--- config.mk ---
export PLATFORM = sky130hd
export DESIGN_NAME = spike_event_dispatcher
export DESIGN_NICKNAME = d
export VERILOG_FILES = /design/src/rtl/spike_event_dispatcher.sv
export SDC_FILE = /design/constraint.sdc
export NUM_CORES = 1
export LEC_CHECK = 0
export ABC_AREA = 0
export ABC_CLOCK_PERIOD_IN_PS = 4300
export BUFFER_PORTS_ARGS = -buffer_cell sky130_fd_sc_hd__buf_2
export CORE_MARGIN = 3
export CORE_UTILIZATION = 45
export DETAILED_ROUTE_END_ITERATION = 8
export GPL_TIMING_DRIVEN = 0
export SYNTH_ARGS = -nofsm -noshare
export SYNTH_HDL_FRONTEND = slang
export SYNTH_SLANG_ARGS = --single-unit
--- constraint.sdc ---
create_clock -name clk -period 4.3 [get_ports clk]
set_input_delay 0.215 -clock clk [delete_from_list [all_inputs] [get_ports clk]]
set_output_delay 0.215 -clock clk [all_outputs]
set_load 0.02 [all_outputs]
--- src/rtl/spike_event_dispatcher.sv ---
// spike_event_dispatcher
// Buffers on/off spike events from a source that cannot be stalled and
// broadcasts them one at a time on the shared spike bus (spike_if master).
// A programmable gap of idle cycles follows each issued event. When the FIFO
// is full, incoming events are dropped and a sticky overflow flag is raised.
// Optional feature: define SPIKE_DISPATCH_DROP_CNT_EN to build a saturating
// 16-bit dropped-event counter on drop_count (otherwise it is tied to 0).
module spike_event_dispatcher #(
  parameter int DEPTH  = 16,
  parameter int ADDR_W = 8,
  parameter int GAP_W  = 8
) (
  input  logic                     clk,
  input  logic                     reset,
  input  logic                     in_valid,
  input  logic [ADDR_W-1:0]        in_address,
  input  logic                     in_on_off,
  input  logic                     enable,
  input  logic [GAP_W-1:0]         gap_cycles,
  input  logic                     ovf_clr,
  output logic                     spk_valid,
  output logic [ADDR_W-1:0]        spk_address,
  output logic                     spk_on_off,
  output logic [$clog2(DEPTH):0]   level,
  output logic                     overflow,
  output logic [15:0]              drop_count
);

  localparam int PTR_W = $clog2(DEPTH);
  localparam int LVL_W = PTR_W + 1;
  localparam int ENT_W = ADDR_W + 1;

  typedef enum logic [1:0] {
    IDLE  = 2'd0,
    ISSUE = 2'd1,
    GAP   = 2'd2
  } state_t;

  state_t             state_q, state_d;
  logic [GAP_W-1:0]   gap_cnt_q, gap_cnt_d;
  logic [PTR_W-1:0]   wr_ptr_q, wr_ptr_d;
  logic [PTR_W-1:0]   rd_ptr_q, rd_ptr_d;
  logic [LVL_W-1:0]   level_q, level_d;
  logic               overflow_q, overflow_d;
  logic               spk_valid_q, spk_valid_d;
  logic [ADDR_W-1:0]  spk_address_q, spk_address_d;
  logic               spk_on_off_q, spk_on_off_d;
  logic [ENT_W-1:0]   mem_q [DEPTH];

  logic               full;
  logic               wr_en;
  logic               drop;
  logic               can_pop;
  logic               pop;
  logic [ENT_W-1:0]   head;

  // Full is judged on the pre-edge level, so a pop on the same edge never
  // makes room for the incoming event.
  assign full    = (level_q == LVL_W'(DEPTH));
  assign wr_en   = in_valid && !full;
  assign drop    = in_valid && full;
  assign can_pop = enable && (level_q != '0);
  assign head    = mem_q[rd_ptr_q];

  // Issue FSM: decides when to pop and sequences the inter-event gap. The
  // last GAP cycle behaves like IDLE so exactly gap_cycles idle cycles appear.
  always_comb begin
    state_d   = state_q;
    gap_cnt_d = gap_cnt_q;
    pop       = 1'b0;
    case (state_q)
      IDLE: begin
        if (can_pop) begin
          pop       = 1'b1;
          state_d   = ISSUE;
          gap_cnt_d = gap_cycles;
        end
      end
      ISSUE: begin
        if (gap_cnt_q == '0) begin
          if (can_pop) begin
            pop       = 1'b1;
            state_d   = ISSUE;
            gap_cnt_d = gap_cycles;
          end else begin
            state_d = IDLE;
          end
        end else begin
          state_d = GAP;
        end
      end
      GAP: begin
        if (gap_cnt_q <= GAP_W'(1)) begin
          if (can_pop) begin
            pop       = 1'b1;
            state_d   = ISSUE;
            gap_cnt_d = gap_cycles;
          end else begin
            state_d   = IDLE;
            gap_cnt_d = '0;
          end
        end else begin
          gap_cnt_d = gap_cnt_q - GAP_W'(1);
        end
      end
      default: begin
        state_d   = IDLE;
        gap_cnt_d = '0;
      end
    endcase
  end

  // FIFO bookkeeping, overflow flag and registered spike bus values.
  always_comb begin
    wr_ptr_d      = wr_en ? wr_ptr_q + PTR_W'(1) : wr_ptr_q;
    rd_ptr_d      = pop ? rd_ptr_q + PTR_W'(1) : rd_ptr_q;
    level_d       = level_q + LVL_W'(wr_en) - LVL_W'(pop);
    overflow_d    = overflow_q;
    if (drop) begin
      overflow_d = 1'b1;
    end else if (ovf_clr) begin
      overflow_d = 1'b0;
    end
    spk_valid_d   = pop;
    spk_address_d = pop ? head[ENT_W-1:1] : '0;
    spk_on_off_d  = pop ? head[0] : 1'b0;
  end

  // State and control registers; reset discards buffered events and any gap.
  always_ff @(posedge clk) begin
    if (reset) begin
      state_q       <= IDLE;
      gap_cnt_q     <= '0;
      wr_ptr_q      <= '0;
      rd_ptr_q      <= '0;
      level_q       <= '0;
      overflow_q    <= 1'b0;
      spk_valid_q   <= 1'b0;
      spk_address_q <= '0;
      spk_on_off_q  <= 1'b0;
    end else begin
      state_q       <= state_d;
      gap_cnt_q     <= gap_cnt_d;
      wr_ptr_q      <= wr_ptr_d;
      rd_ptr_q      <= rd_ptr_d;
      level_q       <= level_d;
      overflow_q    <= overflow_d;
      spk_valid_q   <= spk_valid_d;
      spk_address_q <= spk_address_d;
      spk_on_off_q  <= spk_on_off_d;
    end
  end

  // Event storage; contents need no reset since the pointers define validity.
  always_ff @(posedge clk) begin
    if (!reset && wr_en) begin
      mem_q[wr_ptr_q] <= {in_address, in_on_off};
    end
  end

`ifdef SPIKE_DISPATCH_DROP_CNT_EN
  logic [15:0] drop_cnt_q, drop_cnt_d;

  // Saturating drop counter; a drop coinciding with a clear restarts at 1.
  always_comb begin
    drop_cnt_d = drop_cnt_q;
    if (ovf_clr) begin
      drop_cnt_d = drop ? 16'd1 : 16'd0;
    end else if (drop && (drop_cnt_q != 16'hffff)) begin
      drop_cnt_d = drop_cnt_q + 16'd1;
    end
  end

  // Drop counter register.
  always_ff @(posedge clk) begin
    if (reset) begin
      drop_cnt_q <= '0;
    end else begin
      drop_cnt_q <= drop_cnt_d;
    end
  end

  assign drop_count = drop_cnt_q;
`else
  assign drop_count = 16'h0;
`endif

  assign spk_valid   = spk_valid_q;
  assign spk_address = spk_address_q;
  assign spk_on_off  = spk_on_off_q;
  assign level       = level_q;
  assign overflow    = overflow_q;

endmodule
==> summary.md, run 1 <==
| Metric | Value |
|---|---|
| Outcome | `finished clean` |
| Primary FF master, synth | `edfxtp_1` |
| CP endpoint kind | `flip-flop` |
| CP required | `4.58 ns` |
| Pwr dens | `586.2 nW/um^2` |
| Leakage | `3.011 nW` |
| IO Port Bufs | `37` |
| Vias | `4083` |
| EDFF count, synth | `144` |
| FMAX | `309.6 MHz` |
| Syn Area/Cell | `16.50 um^2` |
| Root buffer cell | `clkbuf_16` |
| Top fanout value on the critical path | `10` |
| Vias per Instance | `5.387` |
| Worst skew pair latency | `0.43 ns` |
| Final #Nets | `570` |
| Mapped cell area | `7492 um^2` |
| R2r endpoint | `level[4]$_SDFF_PP0_` |
| Least-Margin Pin Slew | `1.051 ns` |
| Total CTS buffers | `17` |
| H-tree levels | `4` |
| RSZ-0062 raised after global routing | `false` |
| Post-synth ARST share | `0` |
| Initial antenna violation count | `0` |
| Post-Syn Instances | `454` |
| Count of cells resized by post-cts repair | `0` |
| Placed standard-cell area | `8069 um^2` |
| Final Wtd Congestion | `0.8139` |
| Detailed Route Iter0 Violations | `249` |
| Ys Warns | `0` |
| Total Wirelength | `14770 um` |
| Peak supply drop | `328.9 uV` |
| Final Hold Vio Count | `0` |
| RR Startpoint | `state_q[0]$_SDFFE_PP0P_` |
| Die area | `18230 um^2` |
| Core area | `16120 um^2` |
| Iteration count of the initial detailed-routing pass | `5` |
| Seq/Total Area, Yosys | `0.6680` |
| IO Pins | `54` |
| Site row count | `46` |
| CP startpoint kind | `flip-flop` |
| Placed Instances | `726` |
| Worst Hold Class | `primary input to flip-flop` |
| First-pass GRT wire length | `23510 um` |
| P&R area growth vs syn | `15.80%` |
| Largest net degree at the start of global routing | `17` |
| Slew HR | `0.2930` |
| Final Skew | `0.008774 ns` |
| Clock Pin Slew Worst Setup and Hold Paths | `0.06 ns` |
| Worst setup endpoint | `level[4]$_SDFF_PP0_` |
| CP Data Arrival Time | `3.51 ns` |
| Die H | `135.0 um` |
| DRC | `0` |
| MaxCap Viol Count | `0` |
| Post-DP HPWL | `10270 um` |
| Crit path from | `state_q[0]$_SDFFE_PP0P_` |
| Maximum clock insertion buffer count | `2` |
| Total congestion overflow | `0` |
| CTS tree | `done` |
| Worst-case reg-to-reg path depth | `16` |
| DIE WIDTH | `135.0 um` |
| Total GRT Usage | `0.1742` |
| Design Area, Final | `8676 um^2` |
| CTS Sinks | `178` |
| Initial core utilization | `0.4649` |
| Vias in the first global route | `4210` |
| Layout cells sized above 1 | `0.2768` |
| Routed length per instance | `19.49 um` |
| CTS Hold Bufs | `0` |
| Setup TNS | `0 ns` |
| Slew Limit Fails | `0` |
| Setup violators final | `0` |
| Worst slack at placement | `1.062 ns` |
| Setup Crit Path Kind | `flip-flop to flip-flop` |
| Synth cell types | `51` |
| Final ANT Viol Nets | `0` |
| Setup Buffers After CTS | `0` |
| Final Cycle Share | `0.7511` |
| Reg2Reg Setup Slack | `1.07 ns` |
| Worst setup margin | `1.070 ns` |
| Ant diodes | `0` |
| Fin cells | `758` |
| Seq cells post-synth | `178` |
| Fin crit period | `3.230 ns` |
-- layer usage --
layer	track usage	share of wire	wire length, um	up-vias
li1	-	-	-	1874
met2	0.2754	0.48	7111	138
met3	0.03763	0.056	826	13
met5	0	0	0	-
met4	0.05487	0.0091	134	0
met1	0.2448	0.45	6699	2058
-- report_power, final --
part | leakage (nW) | internal (mW) | switching (mW)
logic | 1.14 | 0.624 | 0.821
registers | 1.58 | 1.97 | 0.0911
clock network | 0.293 | 0.927 | 0.651
total | 3.01 | 3.52 | 1.56
-- sequential cells by signal, summed over array words and instances, names as in the netlist --
register,count
rd_ptr_q,4
gap_cnt_q,8
state_q,2
spk_valid,1
wr_ptr_q,4
spk_on_off,1
overflow,1
spk_address,8
level,5
mem_q,144
-- synthesized netlist by cell type, types with 6 or more instances --
cell type,n,area (um^2)
edfxtp_1,144,4324
mux4_2,45,1013
dfxtp_1,34,680.7
nor2_1,33,123.9
buf_4,19,142.6
inv_1,19,71.32
nand2_1,19,71.32
ha_1,18,225.2
nor3_1,10,50.05
a21oi_1,9,45.04
nor2b_1,9,56.30
clkbuf_1,7,26.28
o21ai_0,7,35.03
a31oi_1,6,37.54
xor2_1,6,52.55
-- per-stage QoR --
stage,hold WS (ns),utilization,total power [mW]
floorplan,0.3139,-,3.165
global placement,0.4515,0.4967,3.510
detailed placement,0.4618,0.5007,3.544
CTS,0.02931,0.5384,5.121
global route,0.05805,0.5384,5.351
finish,0.04418,0.5384,5.086
-- how the worst min path moves through the flow --
stage | slack [ns] | cells past startpoint | from | to
global route | 0.06 | 3 | ovf_clr | overflow$_SDFFE_PP0P_
floorplan | 0.31 | 0 | in_on_off | mem_q[0][0]$_DFFE_PP_
CTS | 0.03 | 3 | ovf_clr | overflow$_SDFFE_PP0P_
detailed placement | 0.46 | 2 | overflow$_SDFFE_PP0P_ | overflow$_SDFFE_PP0P_
finish | 0.04 | 3 | ovf_clr | overflow$_SDFFE_PP0P_
global placement | 0.45 | 2 | overflow$_SDFFE_PP0P_ | overflow$_SDFFE_PP0P_
-- critical path, stage by stage, from the launching register on --
cell	delay [ns]
dfxtp_1	0.35
inv_1	0.10
ha_1	0.14
buf_1	0.33
o21ai_0	0.24
a2111oi_4	0.38
o21ai_2	0.17
nand2b_1	0.21
nand2_1	0.10
ha_1	0.17
inv_1	0.06
fa_1	0.39
inv_1	0.07
a21oi_1	0.06
nor2_1	0.11
or3_1	0.13
a21oi_1	0.06
-- cell usage in the layout (no fill, tap or decap), types with 5 or more instances in the layout --
cell type	synthesis	routed
a21oi_1	9	9
a31oi_1	6	6
buf_2	4	41
buf_4	19	19
clkbuf_1	7	9
clkbuf_16	0	17
conb_1	1	16
dfxtp_1	34	34
edfxtp_1	144	144
ha_1	18	18
inv_1	19	19
mux4_2	45	45
nand2_1	19	19
nand2b_1	5	5
nor2_1	33	33
nor2b_1	9	9
nor3_1	10	6
o21ai_0	7	7
or3_1	5	5
xor2_1	6	6
-- area by class of cell --
type | count | area (um^2)
tap | 216 | 270.3
fill | 1318 | 7440
clock buffer | 19 | 432.9
timing repair buffer | 41 | 230.2
multi-input combinational | 238 | 2288
clock inverter | 13 | 173.9
sequential | 178 | 5005
buffer | 34 | 203.9
inverter | 19 | 71.32
-- cell families (layout without fill, tap and decap cells) --
kind of cell,after synthesis,after routing,synth area share
AOI/OAI and AO/OA,50,50,0.04944
DFF,178,178,0.6680
adders and majority gates,19,19,0.03273
xor gates and xnor gates,10,10,0.01169
and+or+nand+nor,96,96,0.06296
buffers and inverters,53,126,0.03674
muxes,47,47,0.1379
other,1,16,0.0005005
No activity file was read; power rests on OpenSTA's default activity.
==> run 2, diff against run 1 <==
--- a/config.mk
+++ b/config.mk
@@ -6,7 +6,7 @@
 export NUM_CORES = 1
 export LEC_CHECK = 0
 export ABC_AREA = 0
-export ABC_CLOCK_PERIOD_IN_PS = 4300
+export ABC_CLOCK_PERIOD_IN_PS = 3300
 export BUFFER_PORTS_ARGS = -buffer_cell sky130_fd_sc_hd__buf_2
 export CORE_MARGIN = 3
 export CORE_UTILIZATION = 45
==> constraint.sdc (replaced) <==
create_clock -name clk -period 3.3 [get_ports clk]
set_input_delay 0.165 -clock clk [delete_from_list [all_inputs] [get_ports clk]]
set_output_delay 0.165 -clock clk [all_outputs]
set_load 0.02 [all_outputs]
==> run 2 against run 1 <==
Effect of this change:
- sequential share of layout area is 0.27 points lower
- clock power rose by 30%
- clock-buffer cell count unchanged
- sequential cell count did not move
- final cell count up 0.26%
- via count grew 1.1%
- total power increased by 31%
- wire length rose by 0.65%
- non-clock buffer count is 2 higher
==> summary.md, run 2 (synthesis results as in run 1) <==
| Metric | Value |
|---|---|
| CP endpoint kind | `flip-flop` |
| Setup Buffers After CTS | `0` |
| Commonest non-fill, non-tap cell in the layout | `edfxtp_1` |
| Final ANT Viol Nets | `0` |
| Worst slack at placement | `0.06246 ns` |
| Slew Limit Fails | `0` |
| Die area | `18230 um^2` |
| Worst setup margin | `0.2772 ns` |
| IO Pins | `54` |
| Worst-case reg-to-reg path depth | `15` |
| Setup Crit Path Kind | `flip-flop to flip-flop` |
| R2r endpoint | `level[4]$_SDFF_PP0_` |
| DIE WIDTH | `135.0 um` |
| Outcome | `finished clean` |
| Routed length per instance | `19.56 um` |
| RSZ-0062 raised after global routing | `false` |
| Final Skew | `0.01024 ns` |
| Largest net degree at the start of global routing | `17` |
| Commonest cells after routing, fill and taps aside | `edfxtp_1, mux4_2, buf_2` |
| Iteration count of the initial detailed-routing pass | `5` |
| Final Hold Vio Count | `0` |
| Detailed Route Iter0 Violations | `244` |
| Vias | `4126` |
| Least-Margin Pin Slew | `1.034 ns` |
| CTS tree | `done` |
| MaxCap Viol Count | `0` |
| Core area | `16120 um^2` |
| Site row count | `46` |
| Die H | `135.0 um` |
| Initial antenna violation count | `0` |
| Final Wtd Congestion | `0.8139` |
| Worst hold start | `gap_cycles[6]` |
| Hold Path Depth | `3` |
| P&R area growth vs syn | `16.33%` |
| Worst Hold Class | `primary input to flip-flop` |
| Pwr dens | `763.8 nW/um^2` |
| Final #Nets | `572` |
| Layout cells sized above 1 | `0.2794` |
| Slew HR | `0.3043` |
| CP required | `3.58 ns` |
| Leakage | `3.023 nW` |
| CP startpoint kind | `flip-flop` |
| Setup TNS | `0 ns` |
| Sequential cell area | `5005 um^2` |
| Post-DP HPWL | `10270 um` |
| Fin crit period | `3.023 ns` |
| Total CTS buffers | `17` |
| Peak supply drop | `428.3 uV` |
| CP Data Arrival Time | `3.31 ns` |
| DRC | `0` |
| FMAX | `330.8 MHz` |
| Initial core utilization | `0.4649` |
| Total congestion overflow | `0` |
| CTS Sinks | `178` |
| Fillcell total | `1314` |
| Worst skew pair latency | `0.43 ns` |
| Area of the multi-input gates | `2302 um^2` |
| Top fanout value on the critical path | `10` |
| IO Port Bufs | `37` |
| Number of flip-flops in the largest register | `144` |
| Reg2Reg Setup Slack | `0.28 ns` |
| Ant diodes | `0` |
| Setup violators final | `0` |
| Vias in the first global route | `4220` |
| Post-route total power | `6.657 mW` |
| Total Wirelength | `14870 um` |
| Top reg by flops | `mem_q` |
| H-tree levels | `4` |
| Root buffer cell | `clkbuf_16` |
| Hold endpoint | `gap_cnt_q[6]$_SDFFE_PP0P_` |
| First-pass GRT wire length | `23530 um` |
| Final Cycle Share | `0.9160` |
| Vias per Instance | `5.429` |
| Clock Pin Slew Worst Setup and Hold Paths | `0.07 ns` |
| Maximum clock insertion buffer count | `2` |
| Total GRT Usage | `0.1743` |
| RR Startpoint | `state_q[0]$_SDFFE_PP0P_` |
## run 2: cell count changes in the layout (fill, tap and decap cells not counted), sizes merged
cell / delta
dlygate4sd3: +3
buf: -1
## run 2: worst max-delay path, cell delays in order, from the launching register on
cell	delay, ns
dfxtp_1	0.41
inv_1	0.10
ha_2	0.26
nand2b_1	0.19
a2111oi_4	0.43
o21ai_4	0.13
nand2b_1	0.20
nand2_1	0.10
ha_1	0.17
inv_1	0.06
fa_1	0.39
inv_1	0.07
a21oi_1	0.06
nor2_1	0.11
or3_1	0.13
a21oi_1	0.06
## run 2: worst max path at each step
| stage | startpoint | to | slack [ns] | cells past startpoint |
|---|---|---|---|---|
| after CTS | state_q[0]$_SDFFE_PP0P_ | level[4]$_SDFF_PP0_ | 0.02 | 16 |
| after global routing | state_q[0]$_SDFFE_PP0P_ | level[4]$_SDFF_PP0_ | 0.0003 | 15 |
| after global placement | state_q[0]$_SDFFE_PP0P_ | level[4]$_SDFF_PP0_ | 0.19 | 16 |
| after detailed placement | state_q[0]$_SDFFE_PP0P_ | level[4]$_SDFF_PP0_ | 0.06 | 16 |
| final | state_q[0]$_SDFFE_PP0P_ | level[4]$_SDFF_PP0_ | 0.28 | 15 |
| after floorplan | level[3]$_SDFF_PP0_ | level[4]$_SDFF_PP0_ | 0.46 | 15 |
## run 2: routing by layer
layer,GRT usage,part of all wire,vias to the layer above,wire [um]
li1,-,-,1879,-
met1,0.2451,0.46,2102,6818
met2,0.2760,0.48,120,7078
met3,0.03726,0.051,25,765
met4,0.05487,0.014,0,205
met5,0,0,-,0
## run 2: stage by stage
step | area (um^2) | instances | hold WS, ns | util
after global routing | 8716 | 760 | 0.03536 | 0.5408
after CTS | 8706 | 761 | 0.009379 | 0.5402
final | 8716 | 760 | 0.01726 | 0.5408
after global placement | 8004 | 722 | 0.4287 | 0.4967
after floorplan | 7548 | 469 | 0.2639 | -
after detailed placement | 8069 | 726 | 0.4351 | 0.5007
## run 2: cell type report
type / instances / area share
sequential: 178 / 0.5742
multi-input combinational: 238 / 0.2641
clock buffer: 19 / 0.04967
tap: 216 / 0.03101
timing repair buffer: 44 / 0.02986
buffer: 33 / 0.02297
clock inverter: 13 / 0.01995
inverter: 19 / 0.008183
## run 2: power by group
group          internal, mW  total, mW  switching, mW
combinational         0.829       1.91           1.08
sequential             2.57       2.69          0.122
clock                  1.21       2.06          0.848
total                  4.61       6.66           2.05
## run 2: timing repair
action,4_1_cts,5_1_grt
setup endpoints to repair,0,2
hold buffers,3,0
resized for setup,0,4
endpoints found under the hold margin,3,0
==> run 3, diff against run 2 <==
--- a/config.mk
+++ b/config.mk
@@ -9,9 +9,10 @@
 export ABC_CLOCK_PERIOD_IN_PS = 3300
 export BUFFER_PORTS_ARGS = -buffer_cell sky130_fd_sc_hd__buf_2
 export CORE_MARGIN = 3
-export CORE_UTILIZATION = 45
+export CORE_UTILIZATION = 55
 export DETAILED_ROUTE_END_ITERATION = 8
 export GPL_TIMING_DRIVEN = 0
+export PLACE_DENSITY = 0.74
 export SYNTH_ARGS = -nofsm -noshare
 export SYNTH_HDL_FRONTEND = slang
 export SYNTH_SLANG_ARGS = --single-unit
==> run 3 against run 2 <==
Effect of this change:
- clock skew down 0.0019 ns
- critical path type unchanged
- final cell count down 5.7%
- clock power down 9%
- fmax down 0.98%
==> summary.md, run 3 (synthesis results as in run 1) <==
| Metric | Value |
|---|---|
| P_int | `4.385 mW` |
| CTS Sinks | `178` |
| CP required | `3.66 ns` |
| Ant diodes | `0` |
| CP endpoint kind | `flip-flop` |
| Routed length per instance | `20.37 um` |
| DRC | `0` |
| Pwr dens | `755.0 nW/um^2` |
| Hold endpoint | `gap_cnt_q[6]$_SDFFE_PP0P_` |
| Die H | `122.7 um` |
| Iteration count of the initial detailed-routing pass | `7` |
| Final Cycle Share | `0.9251` |
| Commonest cells after routing, fill and taps aside | `edfxtp_1, mux4_2, buf_2` |
| Total GRT Usage | `0.2070` |
| Setup violators final | `0` |
| P&R area growth vs syn | `14.41%` |
| Setup TNS | `0 ns` |
| Buffers and inverters on the worst path | `3` |
| Initial antenna violation count | `0` |
| Final ANT Viol Nets | `0` |
| Vias in the first global route | `3991` |
| Final Hold Vio Count | `0` |
| Slowest stage delay, CP | `0.51 ns` |
| R2r endpoint | `level[4]$_SDFF_PP0_` |
| Crit path max-delay family | `simple AND/OR/NAND/NOR gates` |
| Reg2Reg Setup Slack | `0.25 ns` |
| Vias | `4145` |
| Worst Hold Class | `primary input to flip-flop` |
| Placed Instances | `683` |
| IO Port Bufs | `37` |
| MaxCap Viol Count | `0` |
| Least-Margin Pin Slew | `1.033 ns` |
| Post-DP HPWL | `9687 um` |
| Final Wtd Congestion | `0.8797` |
| IO Pins | `54` |
| CP Data Arrival Time | `3.41 ns` |
| Worst path slowest cell | `or4b_4` |
| Design Area, Final | `8572 um^2` |
| First-pass GRT wire length | `22580 um` |
| Sw Ratio | `0.3225` |
| Hold Path Depth | `3` |
| Total CTS buffers | `17` |
| Outcome | `finished clean` |
| CTS tree | `done` |
| Fin crit period | `3.053 ns` |
| Fin cells | `717` |
| Total congestion overflow | `0` |
| Commonest non-fill, non-tap cell in the layout | `edfxtp_1` |
| Sequential group share of total power | `0.416` |
| Leakage | `2.977 nW` |
| Slew Limit Fails | `0` |
| Largest net degree at the start of global routing | `18` |
| Top reg by flops | `mem_q` |
| Slew HR | `0.3078` |
| Final #Nets | `569` |
| Vias per Instance | `5.781` |
| Final Skew | `0.008374 ns` |
| FMAX | `327.6 MHz` |
| Clock Power Share | `0.289` |
| Total Wirelength | `14610 um` |
| Placed standard-cell area | `7981 um^2` |
| H-tree levels | `4` |
| Site row count | `42` |
| Worst skew pair latency | `0.43 ns` |
| Number of flip-flops in the largest register | `144` |
| DIE WIDTH | `122.7 um` |
| Crit-path cells | `inv_1 > ha_1 > or4b_4 > and3b_1 > o21ai_4 > nand2b_1 > nand2_1 > ha_1 > inv_1 > fa_1 > inv_1 > a21oi_1 > nor2_1 > or3_1 > a21oi_1` |
| Initial core utilization | `0.5635` |
| CP startpoint kind | `flip-flop` |
| RR Startpoint | `level[2]$_SDFF_PP0_` |
| Setup Crit Path Kind | `flip-flop to flip-flop` |
| Sw Pwr | `2.087 mW` |
| Worst hold start | `gap_cycles[6]` |
| Fillcell total | `918` |
| Maximum clock insertion buffer count | `2` |
| Peak supply drop | `386.3 uV` |
| Die area | `15060 um^2` |
| Core area | `13300 um^2` |
| Setup Buffers After CTS | `0` |
| Combinational Power Share | `0.295` |
| Clock Pin Slew Worst Setup and Hold Paths | `0.07 ns` |
| Root buffer cell | `clkbuf_16` |
| Detailed Route Iter0 Violations | `452` |
| Worst-case reg-to-reg path depth | `15` |
| Worst path most repeated cell | `inv_1` |
| RSZ-0062 raised after global routing | `false` |
| Top fanout value on the critical path | `7` |
| Layout cells sized above 1 | `0.2791` |
run 3: cell types whose count changed in the layout (fill, tap and decap cells not counted), sizes merged:
cell,delta
buf,-3
bufinv,-3
clkbuf,-1
clkinv,+1
clkinvlp,+1
inv,+2
run 3: routing by layer:
metal,GRT usage,share of wire,vias up
met2,0.3280,0.49,178
li1,-,-,1880
met3,0.05069,0.077,15
met1,0.2868,0.42,2072
met4,0.06438,0.012,0
met5,0,0,-
run 3: how the worst max path moves through the flow:
stage	from	endpoint	slack, ns	depth (start not counted)
CTS	state_q[0]$_SDFFE_PP0P_	level[4]$_SDFF_PP0_	0.08	16
global placement	state_q[0]$_SDFFE_PP0P_	level[4]$_SDFF_PP0_	0.25	16
global route	level[3]$_SDFF_PP0_	level[4]$_SDFF_PP0_	0.007	15
floorplan	level[3]$_SDFF_PP0_	level[4]$_SDFF_PP0_	0.46	15
detailed placement	state_q[0]$_SDFFE_PP0P_	level[4]$_SDFF_PP0_	0.11	16
finish	level[2]$_SDFF_PP0_	level[4]$_SDFF_PP0_	0.25	15
run 3: final cells by class:
| cell class | instances | area (um^2) | share of cell area |
|---|---|---|---|
| plain buffers | 33 | 200.2 | 0.02335 |
| clock buffers | 18 | 429.2 | 0.05007 |
| clock inverters | 14 | 121.4 | 0.01416 |
| inverters | 19 | 71.32 | 0.008320 |
| multi-input cells | 238 | 2302 | 0.2686 |
| flip-flops and latches | 178 | 5005 | 0.5839 |
| well taps | 176 | 220.2 | 0.02569 |
| repair buffers | 41 | 222.7 | 0.02598 |
run 3: metrics by stage:
step                      hold slack, ns  power (mW)  setup WS (ns)  utilization
after floorplan                   0.2639       4.124         0.4610            -
after global placement            0.4268       4.508         0.2452       0.5983
after detailed placement          0.4293       4.589         0.1135       0.6003
after CTS                       0.002507       6.458        0.08063       0.6440
after global routing             0.02964       6.774       0.006734       0.6447
final                            0.02919       6.472         0.2471       0.6447
run 3: repair_timing:
action,CTS,global route
hold endpoints to repair,3,0
gates resized for setup,0,4
hold buffers,3,0
endpoints found under the setup margin,0,1
run 3: tightest hold or removal path, delay by kind of cell:
kind	cells	cell delay (ns)
AOI/OAI and AO/OA	2	0.16
buffers and inverters	1	0.08
run 3: power by group through the flow:
stage	registers, mW	clock network [mW]	logic [mW]
global placement	2.73	0	1.78
detailed placement	2.73	0	1.85
finish	2.69	1.87	1.91
CTS	2.69	1.89	1.88
global route	2.71	1.98	2.08
floorplan	2.78	0	1.34
